===== src/rtl/rtc_bus_seq.sv =====
// Multiplexed-bus RTC sequencer: command cycle plus NREG-register read burst, and single writes.
// All bus strobes and status outputs are registered and change on the edge entering each state.
`timescale 1ns/1ps
module rtc_bus_seq #(
    parameter int unsigned          DW        = 8,
    parameter int unsigned          NREG      = 10,
    parameter logic [NREG*DW-1:0]   ADDR_LIST = {8'h26, 8'h25, 8'h24, 8'h23, 8'h22,
                                                 8'h21, 8'h43, 8'h42, 8'h41, 8'h01},
    parameter bit                   CMD_EN    = 1'b1,
    parameter logic [DW-1:0]        CMD_ADDR  = 8'hF0,
    parameter int unsigned          T_STB     = 5,
    parameter int unsigned          T_TURN    = 8,
    parameter int unsigned          T_GAP     = 10
) (
    input  logic                 clock,
    input  logic                 reset,
    input  logic                 start,
    input  logic                 wr_req,
    input  logic [DW-1:0]        wr_addr,
    input  logic [DW-1:0]        wr_data,
    input  logic [DW-1:0]        ad_in,
    output logic [DW-1:0]        ad_out,
    output logic                 ad_oe,
    output logic                 ad,
    output logic                 cs,
    output logic                 wr,
    output logic                 rd,
    output logic [NREG*DW-1:0]   rd_data,
    output logic                 rd_valid,
    output logic [3:0]           rd_idx,
    output logic                 burst_done,
    output logic                 wr_ack,
    output logic                 busy
);

    localparam int unsigned CW       = 16;
    localparam logic [3:0]  LAST_IDX = 4'(NREG - 1);

    typedef enum logic [3:0] {
        StIdle, StAd, StCsa, StWra, StHa, StCsah, StAdh,
        StTurn, StCsd, StStb, StHd, StCsdh, StGap
    } state_e;

    typedef enum logic [1:0] {OpCmd, OpRead, OpWrite} op_e;

    state_e              state_q;
    op_e                 op_q;
    logic [CW-1:0]       cnt_q;
    logic [3:0]          idx_q;
    logic                start_q;
    logic                pend_q;
    logic [DW-1:0]       waddr_q;
    logic [DW-1:0]       wdata_q;
    logic [DW-1:0]       ad_out_q;
    logic                ad_oe_q, ad_q, cs_q, wr_q, rd_q;
    logic [NREG*DW-1:0]  rd_data_q;
    logic                rd_valid_q, burst_done_q, wr_ack_q, busy_q;
    logic [3:0]          rd_idx_q;

    logic                start_edge;
    logic                pend_now;
    logic [DW-1:0]       cur_addr;
    logic [DW-1:0]       addr_tab [16];

    // Entry 0 of ADDR_LIST sits in the MSBs.
    for (genvar g = 0; g < 16; g++) begin : g_tab
        if (g < NREG) begin : g_used
            assign addr_tab[g] = ADDR_LIST[(NREG-1-g)*DW +: DW];
        end else begin : g_unused
            assign addr_tab[g] = '1;
        end
    end

    always_comb begin
        start_edge = start & ~start_q;
        pend_now   = pend_q | start_edge;
        cur_addr   = addr_tab[idx_q];
        if (op_q == OpCmd) begin
            cur_addr = CMD_ADDR;
        end else if (op_q == OpWrite) begin
            cur_addr = waddr_q;
        end
    end

    always_ff @(posedge clock) begin
        if (!reset) begin
            state_q      <= StIdle;
            op_q         <= OpCmd;
            cnt_q        <= '0;
            idx_q        <= '0;
            start_q      <= 1'b0;
            pend_q       <= 1'b0;
            waddr_q      <= '0;
            wdata_q      <= '0;
            ad_out_q     <= '1;
            ad_oe_q      <= 1'b0;
            ad_q         <= 1'b1;
            cs_q         <= 1'b1;
            wr_q         <= 1'b1;
            rd_q         <= 1'b1;
            rd_data_q    <= '0;
            rd_valid_q   <= 1'b0;
            rd_idx_q     <= '0;
            burst_done_q <= 1'b0;
            wr_ack_q     <= 1'b0;
            busy_q       <= 1'b0;
        end else begin
            start_q      <= start;
            rd_valid_q   <= 1'b0;
            burst_done_q <= 1'b0;
            wr_ack_q     <= 1'b0;
            if (start_edge && state_q != StIdle) begin
                pend_q <= 1'b1;
            end
            unique case (state_q)
                StIdle: begin
                    if (wr_req) begin
                        op_q    <= OpWrite;
                        waddr_q <= wr_addr;
                        wdata_q <= wr_data;
                        pend_q  <= pend_now;
                        state_q <= StAd;
                        ad_q    <= 1'b0;
                        busy_q  <= 1'b1;
                    end else if (pend_now) begin
                        op_q    <= CMD_EN ? OpCmd : OpRead;
                        idx_q   <= '0;
                        pend_q  <= 1'b0;
                        state_q <= StAd;
                        ad_q    <= 1'b0;
                        busy_q  <= 1'b1;
                    end
                end
                StAd: begin
                    state_q <= StCsa;
                    cs_q    <= 1'b0;
                end
                StCsa: begin
                    state_q  <= StWra;
                    cnt_q    <= CW'(T_STB - 1);
                    wr_q     <= 1'b0;
                    ad_oe_q  <= 1'b1;
                    ad_out_q <= cur_addr;
                end
                StWra: begin
                    if (cnt_q == '0) begin
                        state_q <= StHa;
                        wr_q    <= 1'b1;
                    end else begin
                        cnt_q <= cnt_q - 1'b1;
                    end
                end
                StHa: begin
                    state_q <= StCsah;
                    cs_q    <= 1'b1;
                end
                StCsah: begin
                    state_q  <= StAdh;
                    ad_q     <= 1'b1;
                    ad_oe_q  <= 1'b0;
                    ad_out_q <= '1;
                end
                StAdh: begin
                    if (op_q == OpCmd) begin
                        state_q <= StGap;
                        cnt_q   <= CW'(T_GAP - 1);
                    end else begin
                        state_q <= StTurn;
                        cnt_q   <= CW'(T_TURN - 1);
                    end
                end
                StTurn: begin
                    if (cnt_q == '0) begin
                        state_q <= StCsd;
                        cs_q    <= 1'b0;
                        if (op_q == OpWrite) begin
                            ad_oe_q  <= 1'b1;
                            ad_out_q <= wdata_q;
                        end
                    end else begin
                        cnt_q <= cnt_q - 1'b1;
                    end
                end
                StCsd: begin
                    state_q <= StStb;
                    cnt_q   <= CW'(T_STB - 1);
                    if (op_q == OpWrite) begin
                        wr_q <= 1'b0;
                    end else begin
                        rd_q <= 1'b0;
                    end
                end
                StStb: begin
                    if (cnt_q == '0) begin
                        state_q <= StHd;
                        wr_q    <= 1'b1;
                        rd_q    <= 1'b1;
                        if (op_q == OpRead) begin
                            for (int i = 0; i < NREG; i++) begin
                                if (idx_q == 4'(i)) begin
                                    rd_data_q[(NREG-1-i)*DW +: DW] <= ad_in;
                                end
                            end
                            rd_valid_q <= 1'b1;
                            rd_idx_q   <= idx_q;
                        end
                    end else begin
                        cnt_q <= cnt_q - 1'b1;
                    end
                end
                StHd: begin
                    state_q  <= StCsdh;
                    cs_q     <= 1'b1;
                    ad_oe_q  <= 1'b0;
                    ad_out_q <= '1;
                end
                StCsdh: begin
                    // Data transactions keep one extra idle clock in the gap, giving
                    // 9+2*T_STB+T_TURN+T_GAP clocks per read/write.
                    state_q <= StGap;
                    cnt_q   <= CW'(T_GAP);
                end
                StGap: begin
                    if (cnt_q != '0) begin
                        cnt_q <= cnt_q - 1'b1;
                    end else if (op_q == OpCmd) begin
                        op_q    <= OpRead;
                        idx_q   <= '0;
                        state_q <= StAd;
                        ad_q    <= 1'b0;
                    end else if (op_q == OpRead && idx_q != LAST_IDX) begin
                        idx_q   <= idx_q + 4'd1;
                        state_q <= StAd;
                        ad_q    <= 1'b0;
                    end else begin
                        state_q      <= StIdle;
                        busy_q       <= 1'b0;
                        burst_done_q <= (op_q == OpRead);
                        wr_ack_q     <= (op_q == OpWrite);
                    end
                end
                default: state_q <= StIdle;
            endcase
        end
    end

    assign ad_out     = ad_out_q;
    assign ad_oe      = ad_oe_q;
    assign ad         = ad_q;
    assign cs         = cs_q;
    assign wr         = wr_q;
    assign rd         = rd_q;
    assign rd_data    = rd_data_q;
    assign rd_valid   = rd_valid_q;
    assign rd_idx     = rd_idx_q;
    assign burst_done = burst_done_q;
    assign wr_ack     = wr_ack_q;
    assign busy       = busy_q;

endmodule


===== config.mk =====
export PLATFORM = sky130hd
export DESIGN_NAME = rtc_bus_seq
export DESIGN_NICKNAME = d
export VERILOG_FILES = /design/src/rtl/rtc_bus_seq.sv
export SDC_FILE = /design/constraint.sdc
export NUM_CORES = 1
export LEC_CHECK = 0
export BUFFER_PORTS_ARGS = -buffer_cell sky130_fd_sc_hd__buf_2
export CORE_AREA = 3 3 121 123
export CTS_CLUSTER_SIZE = 14
export DETAILED_ROUTE_END_ITERATION = 16
export DIE_AREA = 0 0 124 126
export GPL_TIMING_DRIVEN = 0
export MAX_ROUTING_LAYER = met4
export PLACE_DENSITY = 0.7
export RECOVER_POWER = 25
export SLEW_MARGIN = 0
export SYNTH_ARGS = -nofsm -noshare
export SYNTH_HDL_FRONTEND = slang
export SYNTH_SLANG_ARGS = --single-unit

===== constraint.sdc =====
create_clock -name clock -period 6.6 [get_ports clock]
set_input_delay 0.99 -clock clock [delete_from_list [all_inputs] [get_ports clock]]
set_output_delay 0.99 -clock clock [all_outputs]
set_load 0.01 [all_outputs]

; ---- Word level (Yosys, flattened, before mapping)
; Memory sizes are Yosys's and may differ from the RTL's.
; Index checks and enable logic that the tools add are counted.
[word_totals]
reg_bits = 145
rom_bits = 128
word_cells = 183
n_memories = 1
[classes]
n_addsub = 2
order_cmp = 1
n_eq_ne = 41
n_mux = 59
bitwise = 6
n_reduce_logical = 44
[memory_table]
columns = name, words, width, rd, rd_ports_with_merged_regs, wr, line_no
row1 = (no name shown), 16, 8, 1, 0, 0, 77  ; cur_addr = addr_tab[idx_q];
[ops]
columns = op, count
row1 = 16-bit one-hot mux with 5 select lines, 1
row2 = 4-bit two-way mux, 13
row3 = 4-bit one-hot mux with 13 select lines, 1
row4 = 8-bit two-way mux, 6
row5 = 4-bit AND reduction, 12
row6 = "4-bit by 3-bit == test with 1-bit output, second input constant", 8
row7 = 16-bit two-way mux, 2
row8 = "4-bit == test, second input constant", 7
row9 = "2-bit inequality test, second input constant", 14
row10 = 8-bit one-hot mux with 3 select lines, 1
row11 = 1-bit two-way mux, 23
row12 = 3-bit AND reduction, 6
row13 = "4-bit by 2-bit == test with 1-bit output, second input constant", 4
row14 = 16-bit zero test, 1
row15 = 16-bit nonzero test, 1
row16 = "16-bit by 1-bit subtractor with 16-bit output, second input constant", 1
row17 = 5-bit AND reduction, 3
row18 = 1-bit one-hot mux with 3 select lines, 4
row19 = 3-bit nonzero test, 4
row20 = "4-bit by 1-bit == test with 1-bit output, second input constant", 2
row21 = 4-bit zero test, 2
row22 = 2-bit two-way mux, 4
row23 = 4-bit one-hot mux with 2 select lines, 1
row24 = 2-bit OR reduction, 4
row25 = other kinds (21), 28

; ---- Logic depth before layout (Yosys ltp)
; Gate-level depths: netlist of the first run.
[depth]
depth_word = 7
depth_mapped = 9
depth_no_buf = 7

; ---- Worst setup path before layout of the first run
; OpenSTA, ideal clock, no wires.
[synth_path]
path_type = register to register
startpoint = register cnt_q[0]
endpoint = register idx_q[3]
setup_ps = 74
t_arrival_ps = 2145
slack_ps = 4380
stages_incl_launch_ff = 9
period_less_slack_ps = 2220
cell_sequence = dfxtp_1 -> inv_1 -> ha_1 -> or3b_2 -> nor4_4 -> buf_4 -> nand2_2 -> or3_1 -> a31oi_1
[synth_via]
elab_chain_cells = 3
[synth_lines]
columns = element, line_no
row1 = from (decl), 48  ; logic [CW-1:0] cnt_q;
row2 = from (signal assigned), 140  ; cnt_q <= CW'(T_STB - 1);
row3 = from (signal assigned), 150  ; cnt_q <= cnt_q - 1'b1;
row4 = from (signal assigned), 166  ; cnt_q <= CW'(T_GAP - 1);
row5 = 16-bit nonzero test, 224  ; if (cnt_q != '0) begin
row6 = 2-bit inequality test (no line), --
row7 = 5-bit AND reduction (no line), --
row8 = to (signal assigned), 232  ; idx_q <= idx_q + 4'd1;
row9 = to (decl), 49  ; logic [3:0] idx_q;
; No other way between the ends.
; A chain may end at the register's enable or synchronous reset.

; ---- Final worst setup path of the first run
; Ends and elaborated chain as after synthesis.

==> results of run 1 <==
per-stage QoR:
stage	instance area [sq um]	utilization (%)	hold WS [ps]
CTS	8020	58.2	453
floorplan	6540	-	433
finish	7940	57.7	452
global route	7940	57.7	473
detailed placement	7400	53.7	445
global placement	7400	53.7	440
worst max-delay path, delay by kind of cell, from the launching register on:
kind | cells | cell delay, ps
adders and majority gates | 1 | 190
AOI/OAI and AO/OA | 1 | 150
buffers and inverters | 2 | 350
DFF | 1 | 370
and+or+nand+nor | 4 | 1530
power by group:
part / switching (mW) / total, mW / internal (mW)
clock network: 0.395 / 1.01 / 0.611
registers: 0.0618 / 1.01 / 0.949
logic: 0.585 / 0.868 / 0.283
total: 1.04 / 2.88 / 1.84
registers in the layout (all words and copies together) (netlist names), 2 cells and up:
| signal | flops |
|---|---|
| ad_out | 8 |
| cnt_q | 16 |
| idx_q | 4 |
| op_q | 2 |
| rd_data | 80 |
| rd_idx | 4 |
| state_q | 4 |
| waddr_q | 8 |
| wdata_q | 8 |
routing by layer:
layer  part of all wire [%]  GRT usage, %  up-vias  wire (um)
met2                     47          37.3      173       8590
li1                       -             -     2875          -
met3                    5.1          4.89       21        927
met5                      0             -        -          0
met4                    1.7          7.86        0        301
met1                     46          32.9     2834       8340
cell usage after synthesis (4+ instances only):
master,instances
a211oi_1,4
a21oi_1,40
a311oi_1,4
a31oi_1,11
clkbuf_1,38
dfxtp_1,145
ha_1,7
inv_1,12
mux2i_1,87
nand2_1,141
nand2b_1,11
nand3_1,9
nand3_4,6
nor2_1,62
nor2b_1,11
nor3_1,11
o211ai_1,9
o21ai_0,23
o22a_1,4
o22ai_1,5
o311ai_0,4
or2_2,4
or3_1,6
xnor2_1,5
xor2_1,4
cell usage in the layout, fill, tap and decap left out, types with 4 or more instances in the layout:
master / instances
o22a_1: 4
a31oi_1: 11
nor2b_1: 11
xor2_1: 4
nand3_1: 9
o311ai_0: 4
nor2_1: 62
nand2b_1: 11
a211oi_1: 4
o22ai_1: 5
inv_1: 12
o21ai_0: 23
buf_2: 68
nand3_4: 6
or3_1: 6
xnor2_1: 5
nand2_1: 141
inv_6: 4
mux2i_1: 87
ha_1: 7
or2_2: 4
dfxtp_1: 145
a21oi_1: 40
clkbuf_1: 100
clkinvlp_4: 5
o211ai_1: 9
nor3_1: 11
clkbuf_16: 17
a311oi_1: 4
path summary, 6_finish.rpt:
kind	from	to	cells after the start	slack [ps]
worst max-delay path	cnt_q[0]$_SDFFE_PN0P_	idx_q[3]$_SDFFE_PN0P_	8	3920
worst min-delay path	wdata_q[2]$_SDFFE_PN0P_	wdata_q[2]$_SDFFE_PN0P_	2	450
worst max register to register	cnt_q[0]$_SDFFE_PN0P_	idx_q[3]$_SDFFE_PN0P_	8	3920
worst min register to register	wdata_q[2]$_SDFFE_PN0P_	wdata_q[2]$_SDFFE_PN0P_	2	450
kinds of logic (layout without fill, tap and decap cells):
group | Yosys count | after routing | synth area share (%)
and+or+nand+nor | 290 | 290 | 21.8
buffers and inverters | 58 | 217 | 3.54
xor gates and xnor gates | 9 | 9 | 1.20
DFF | 145 | 145 | 44.4
AOI/OAI and AO/OA | 137 | 137 | 14.1
adders and majority gates | 7 | 7 | 1.34
muxes | 89 | 89 | 13.7
layout make-up:
| cell class | instances | area share, % |
|---|---|---|
| Buffer | 45 | 2.30 |
| Clock buffer | 19 | 5.58 |
| Clock inverter | 13 | 2.19 |
| Inverter | 13 | 0.614 |
| Multi-Input combinational cell | 532 | 42.9 |
| Sequential cell | 145 | 36.5 |
| Tap cell | 180 | 2.84 |
| Timing Repair Buffer | 127 | 7.04 |
==> out/results.txt, run 1 <==
run status = completed
Crit Path Max Fanout = 10
Layout Nets = 916
Tot Pwr = 2.88 mW
Syn Area/Cell = 8.90 sq um
CP max stage cell = or3b_2
synthesized area = 6540 sq um
Skew-Pair Late Insertion Delay = 430 ps
PD cells = 363 nW/um^2
Top Ports = 129
Avg WL per Cell = 16.9 um
crit share post-route = 40.6%
syn nets = 770
Period minus WS final = 2680 ps
Core ar. = 13800 sq um
number of remaining DRC errors = 0
RSZ-0062 raised after global routing = no
main area contributors after synthesis = dfxtp_1, mux2i_1, nand2_1
number of CTS-inserted buffers = 17
largest net degree at the start of global routing = 17
Clk pin slew, worst setup/hold paths = 60 ps
Setup crit end kind = flop
DIE AREA = 15600 sq um
Synthesis Warnings = 0
cell taking the most area after synthesis = dfxtp_1
vias in the first global route = 5652
Post-CTS Resized = 0
Placed Instances = 1042
setup ws final = 3920 ps
hold crit path type = reg -> reg
Worst-Margin Slew = 772 ps
worst clock skew = 8.05 ps
pre-CTS WS = 3740 ps
port bufs = 127
gpl congestion = 0.910
Multi-input gate area = 3410 sq um
cts hold-fix bufs = 0
Mapped Cells = 735
total grt overflow = 0
Slowest Stage Delay on Critical Path = 530 ps
Peak Freq = 373 MHz
DIE HEIGHT = 126 um
CTS tree = built
Yosys reg bits = 145
Hold Violations, Final = 0
ys async rst share = 0%
register area = 2900 sq um
Finish-stage setup viols = 0
Synth top area share = 44.4%
crit-path cells = inv_1, ha_1, or3b_2, nor4_4, buf_4, nand2_2, or3_1, a31oi_1
Die W = 124 um
Slew HR = 48.3%
Slew Viols, Final = 0
first-pass GRT wire length = 29200 um
vias per cell = 5.50
peak supply drop = 209 uV
Worst setup SP type = flop
dpl hpwl = 13100 um
ys flop type = dfxtp_1
Setup CP Type = reg -> reg
final WL = 18200 um
Leakage Power = 3.54 nW
Iter 0 DRT Violations = 551
Total Routing Usage GR = 24.5%
Area Overhead vs Synth = 21.4%
initial antenna violation count = 0
routed vias = 5903
register area share after synthesis = 44.4%
DR pass1 iterations = 5
number of flops mapped to enable cells by yosys = 0
clk sink count = 145
Cell Rows = 43
final non-filler cell total = 1074
antenna-violating nets left = 0
antenna cell count = 0
setup TNS = 0 ps
CTS root buffer = clkbuf_16
Max clock buf depth = 2
max-cap violations = 0
Setup Buffers After CTS = 0
Yosys cell types = 69
share of layout cells above drive strength 1 = 14.3%
Filler cells = 1329
Initial Util = 47.5%
H-tree depth = 4
WP data arrival = 3040 ps
WP data required = 6960 ps
Power figures use the tool's default switching activity.
==> run 2: changes to the inputs <==
Settings changed: ABC_AREA set to 1, CORE_AREA 3 3 121 123 to 3 3 123 125, DIE_AREA 0 0 124 126 to 0 0 126 128.
Clock period 6.6 ns to 2.6 ns, I/O delays scaled along.
==> run 2 against run 1 <==
  * Clock skew rose by 3.1 ps
  * Synthesized area rose by 2.8%
  * Critical path depth rose by 2
  * Hold slack got worse by 290 ps
  * Non-clock buffer count fell by 11
  * Largest cell class unchanged
==> out/results.txt, run 2 <==
Post-synth top cells = nand2_1, dfxtp_1, a21oi_1, nand3_1, nor2_1 (was dfxtp_1, nand2_1, mux2i_1)
Placed Instances = 1230 (was 1042)
Max clock buf depth = 2 (unchanged)
final non-filler cell total = 1260 (was 1074)
max-cap violations = 0 (unchanged)
H-tree depth = 4 (unchanged)
Skew-Pair Late Insertion Delay = 430 ps (about the same)
number of flops mapped to enable cells by yosys = 0 (unchanged)
Layout Nets = 1104 (was 916)
antenna-violating nets left = 0 (unchanged)
final WL = 19800 um (was 18200 um)
clk sink count = 145 (unchanged)
post-layout instance area = 7990 sq um (was 7940 sq um)
total grt overflow = 0 (unchanged)
Synthesis Warnings = 0 (unchanged)
run status = completed (unchanged)
most common cell after layout, fill and taps aside = nand2_1 (was dfxtp_1)
Synth top area share = 43.2% (was 44.4%)
Worst-Margin Slew = 749 ps (was 772 ps)
Top Ports = 129 (unchanged)
cell taking the most area after synthesis = dfxtp_1 (unchanged)
Filler cells = 1412 (was 1329)
ys flop type = dfxtp_1 (unchanged)
CTS root buffer = clkbuf_16 (unchanged)
Setup Buffers After CTS = 0 (unchanged)
ys async rst share = 0% (unchanged)
placed cell area = 7550 sq um (was 7400 sq um)
DIE HEIGHT = 128 um (was 126 um)
DIE AREA = 16100 sq um (was 15600 sq um)
Slew HR = 50.1% (was 48.3%)
most numerous cell in the Yosys netlist = nand2_1 (was dfxtp_1)
min-delay src = start (was wdata_q[2]$_SDFFE_PN0P_)
Tot Pwr = 8.21 mW (was 2.88 mW)
syn nets = 966 (was 770)
WP data required = 2880 ps (was 6960 ps)
reg-to-reg startpoint = cnt_q[0]$_SDFFE_PN0P_ (unchanged)
Peak Freq = 448 MHz (was 373 MHz)
WP data arrival = 2510 ps (was 3040 ps)
setup TNS = 0 ps (unchanged)
hold slack final = 166 ps (was 452 ps)
antenna cell count = 0 (unchanged)
Period minus WS final = 2230 ps (was 2680 ps)
Worst setup SP type = flop (unchanged)
Die W = 126 um (was 124 um)
synthesized area = 6730 sq um (was 6540 sq um)
Area Overhead vs Synth = 18.7% (was 21.4%)
CTS tree = built (unchanged)
Post-CTS Resized = 0 (unchanged)
Hold Violations, Final = 0 (unchanged)
Slew Viols, Final = 0 (unchanged)
Setup crit end kind = flop (unchanged)
register area share after synthesis = 43.2% (was 44.4%)
Crit. Startpoint = cnt_q[0]$_SDFFE_PN0P_ (unchanged)
vias in the first global route = 5996 (was 5652)
largest net degree at the start of global routing = 17 (unchanged)
routed vias = 6746 (was 5903)
share of layout cells above drive strength 1 = 15.7% (was 14.3%)
DR pass1 iterations = 5 (unchanged)
Cell Rows = 43 (unchanged)
main area contributors after synthesis = dfxtp_1, nand2_1, a21oi_1 (was dfxtp_1, mux2i_1, nand2_1)
RSZ-0062 raised after global routing = no (unchanged)
Setup CP Type = reg -> reg (unchanged)
worst clock skew = 11.1 ps (was 8.05 ps)
hold crit path type = in -> reg (was reg -> reg)
vias per cell = 5.35 (was 5.50)
initial antenna violation count = 0 (unchanged)
Syn Area/Cell = 7.22 sq um (was 8.90 sq um)
number of CTS-inserted buffers = 17 (unchanged)
Leakage Power = 3.33 nW (was 3.54 nW)
Mapped Cells = 931 (was 735)
Crit Path Max Fanout = 10 (unchanged)
Yosys cell types = 38 (was 69)
Yosys reg bits = 145 (unchanged)
port bufs = 119 (was 127)
number of remaining DRC errors = 0 (unchanged)
Core ar. = 14000 sq um (was 13800 sq um)
most frequent cells in the layout = nand2_1, dfxtp_1, a21oi_1, nand3_1, clkbuf_1 (was dfxtp_1, nand2_1, clkbuf_1)
Avg WL per Cell = 15.7 um (was 16.9 um)
first-pass GRT wire length = 31300 um (was 29200 um)
Clk pin slew, worst setup/hold paths = 60 ps (about the same)
max reg flops = 80 (unchanged)
crit share post-route = 85.8% (was 40.6%)
Finish-stage setup viols = 0 (unchanged)
cts hold-fix bufs = 0 (unchanged)
dpl hpwl = 14300 um (was 13100 um)
PD cells = 1030 nW/um^2 (was 363 nW/um^2)
Total Routing Usage GR = 25.0% (was 24.5%)
gpl congestion = 0.946 (was 0.910)
Iter 0 DRT Violations = 567 (was 551)
peak supply drop = 447 uV (was 209 uV)
Initial Util = 48.1% (was 47.5%)
-- run 2: per-layer routing --
metal | share of wire, % | global-route usage [%]
met5 | 0 | -
met4 | 1.9 | 8.26
met3 | 5.8 | 4.25
met2 | 45 | 38.1
met1 | 47 | 33.9
-- run 2: logic make-up (layout without fill, tap and decap cells) --
logic type,after synthesis,after routing,share of synthesized area [%]
adder cells (fa/ha/maj),7,7,1.30
buffers and inverters,103,252,6.47
flip-flops,145,145,43.2
AND/OR/NAND/NOR,504,504,35.0
XOR/XNOR,4,4,0.521
AO/OA/AOI/OAI,168,168,13.5
-- run 2: report_power, final --
part | total [mW] | switching (mW) | internal [mW]
logic | 3.31 | 2.32 | 0.992
registers | 2.70 | 0.209 | 2.49
clock network | 2.20 | 0.990 | 1.21
total | 8.21 | 3.52 | 4.69
-- run 2: path summary, 6_finish.rpt --
path | cells after the start | slack (ps) | to
worst max-delay path | 10 | 370 | rd_data[5]$_SDFFE_PN0P_
worst min-delay path | 3 | 170 | start_q$_SDFF_PN0_
worst max register to register | 10 | 370 | rd_data[5]$_SDFFE_PN0P_
worst min register to register | 2 | 450 | wr$_SDFFE_PN1P_
-- run 2: worst max-delay path: stages, from the launching register on --
cell and delay (ps):
dfxtp_1 330, inv_1 110, ha_1 210, nand2_2 130, nor2_1 160, nand2_1 200
nor2_4 300, buf_4 280, nand2_2 160, nand2_1 100, a21oi_1 70
-- run 2: per-stage QoR --
| step | setup slack, ps | util, % |
|---|---|---|
| after CTS | 370 | 57.6 |
| after global placement | 425 | 54.0 |
| after global routing | 182 | 57.1 |
| final | 370 | 57.1 |
| after detailed placement | 396 | 54.0 |
| after floorplan | 869 | - |
-- run 2: final cells by class --
type / count / area [sq um] / share of cell area (%)
tap: 180 / 225 / 2.82
timing repair buffer: 119 / 520 / 6.52
clock inverter: 12 / 85.1 / 1.07
multi-input combinational: 683 / 3390 / 42.4
inverter: 61 / 239 / 2.99
clock buffer: 18 / 429 / 5.37
buffer: 42 / 196 / 2.46
sequential: 145 / 2900 / 36.3
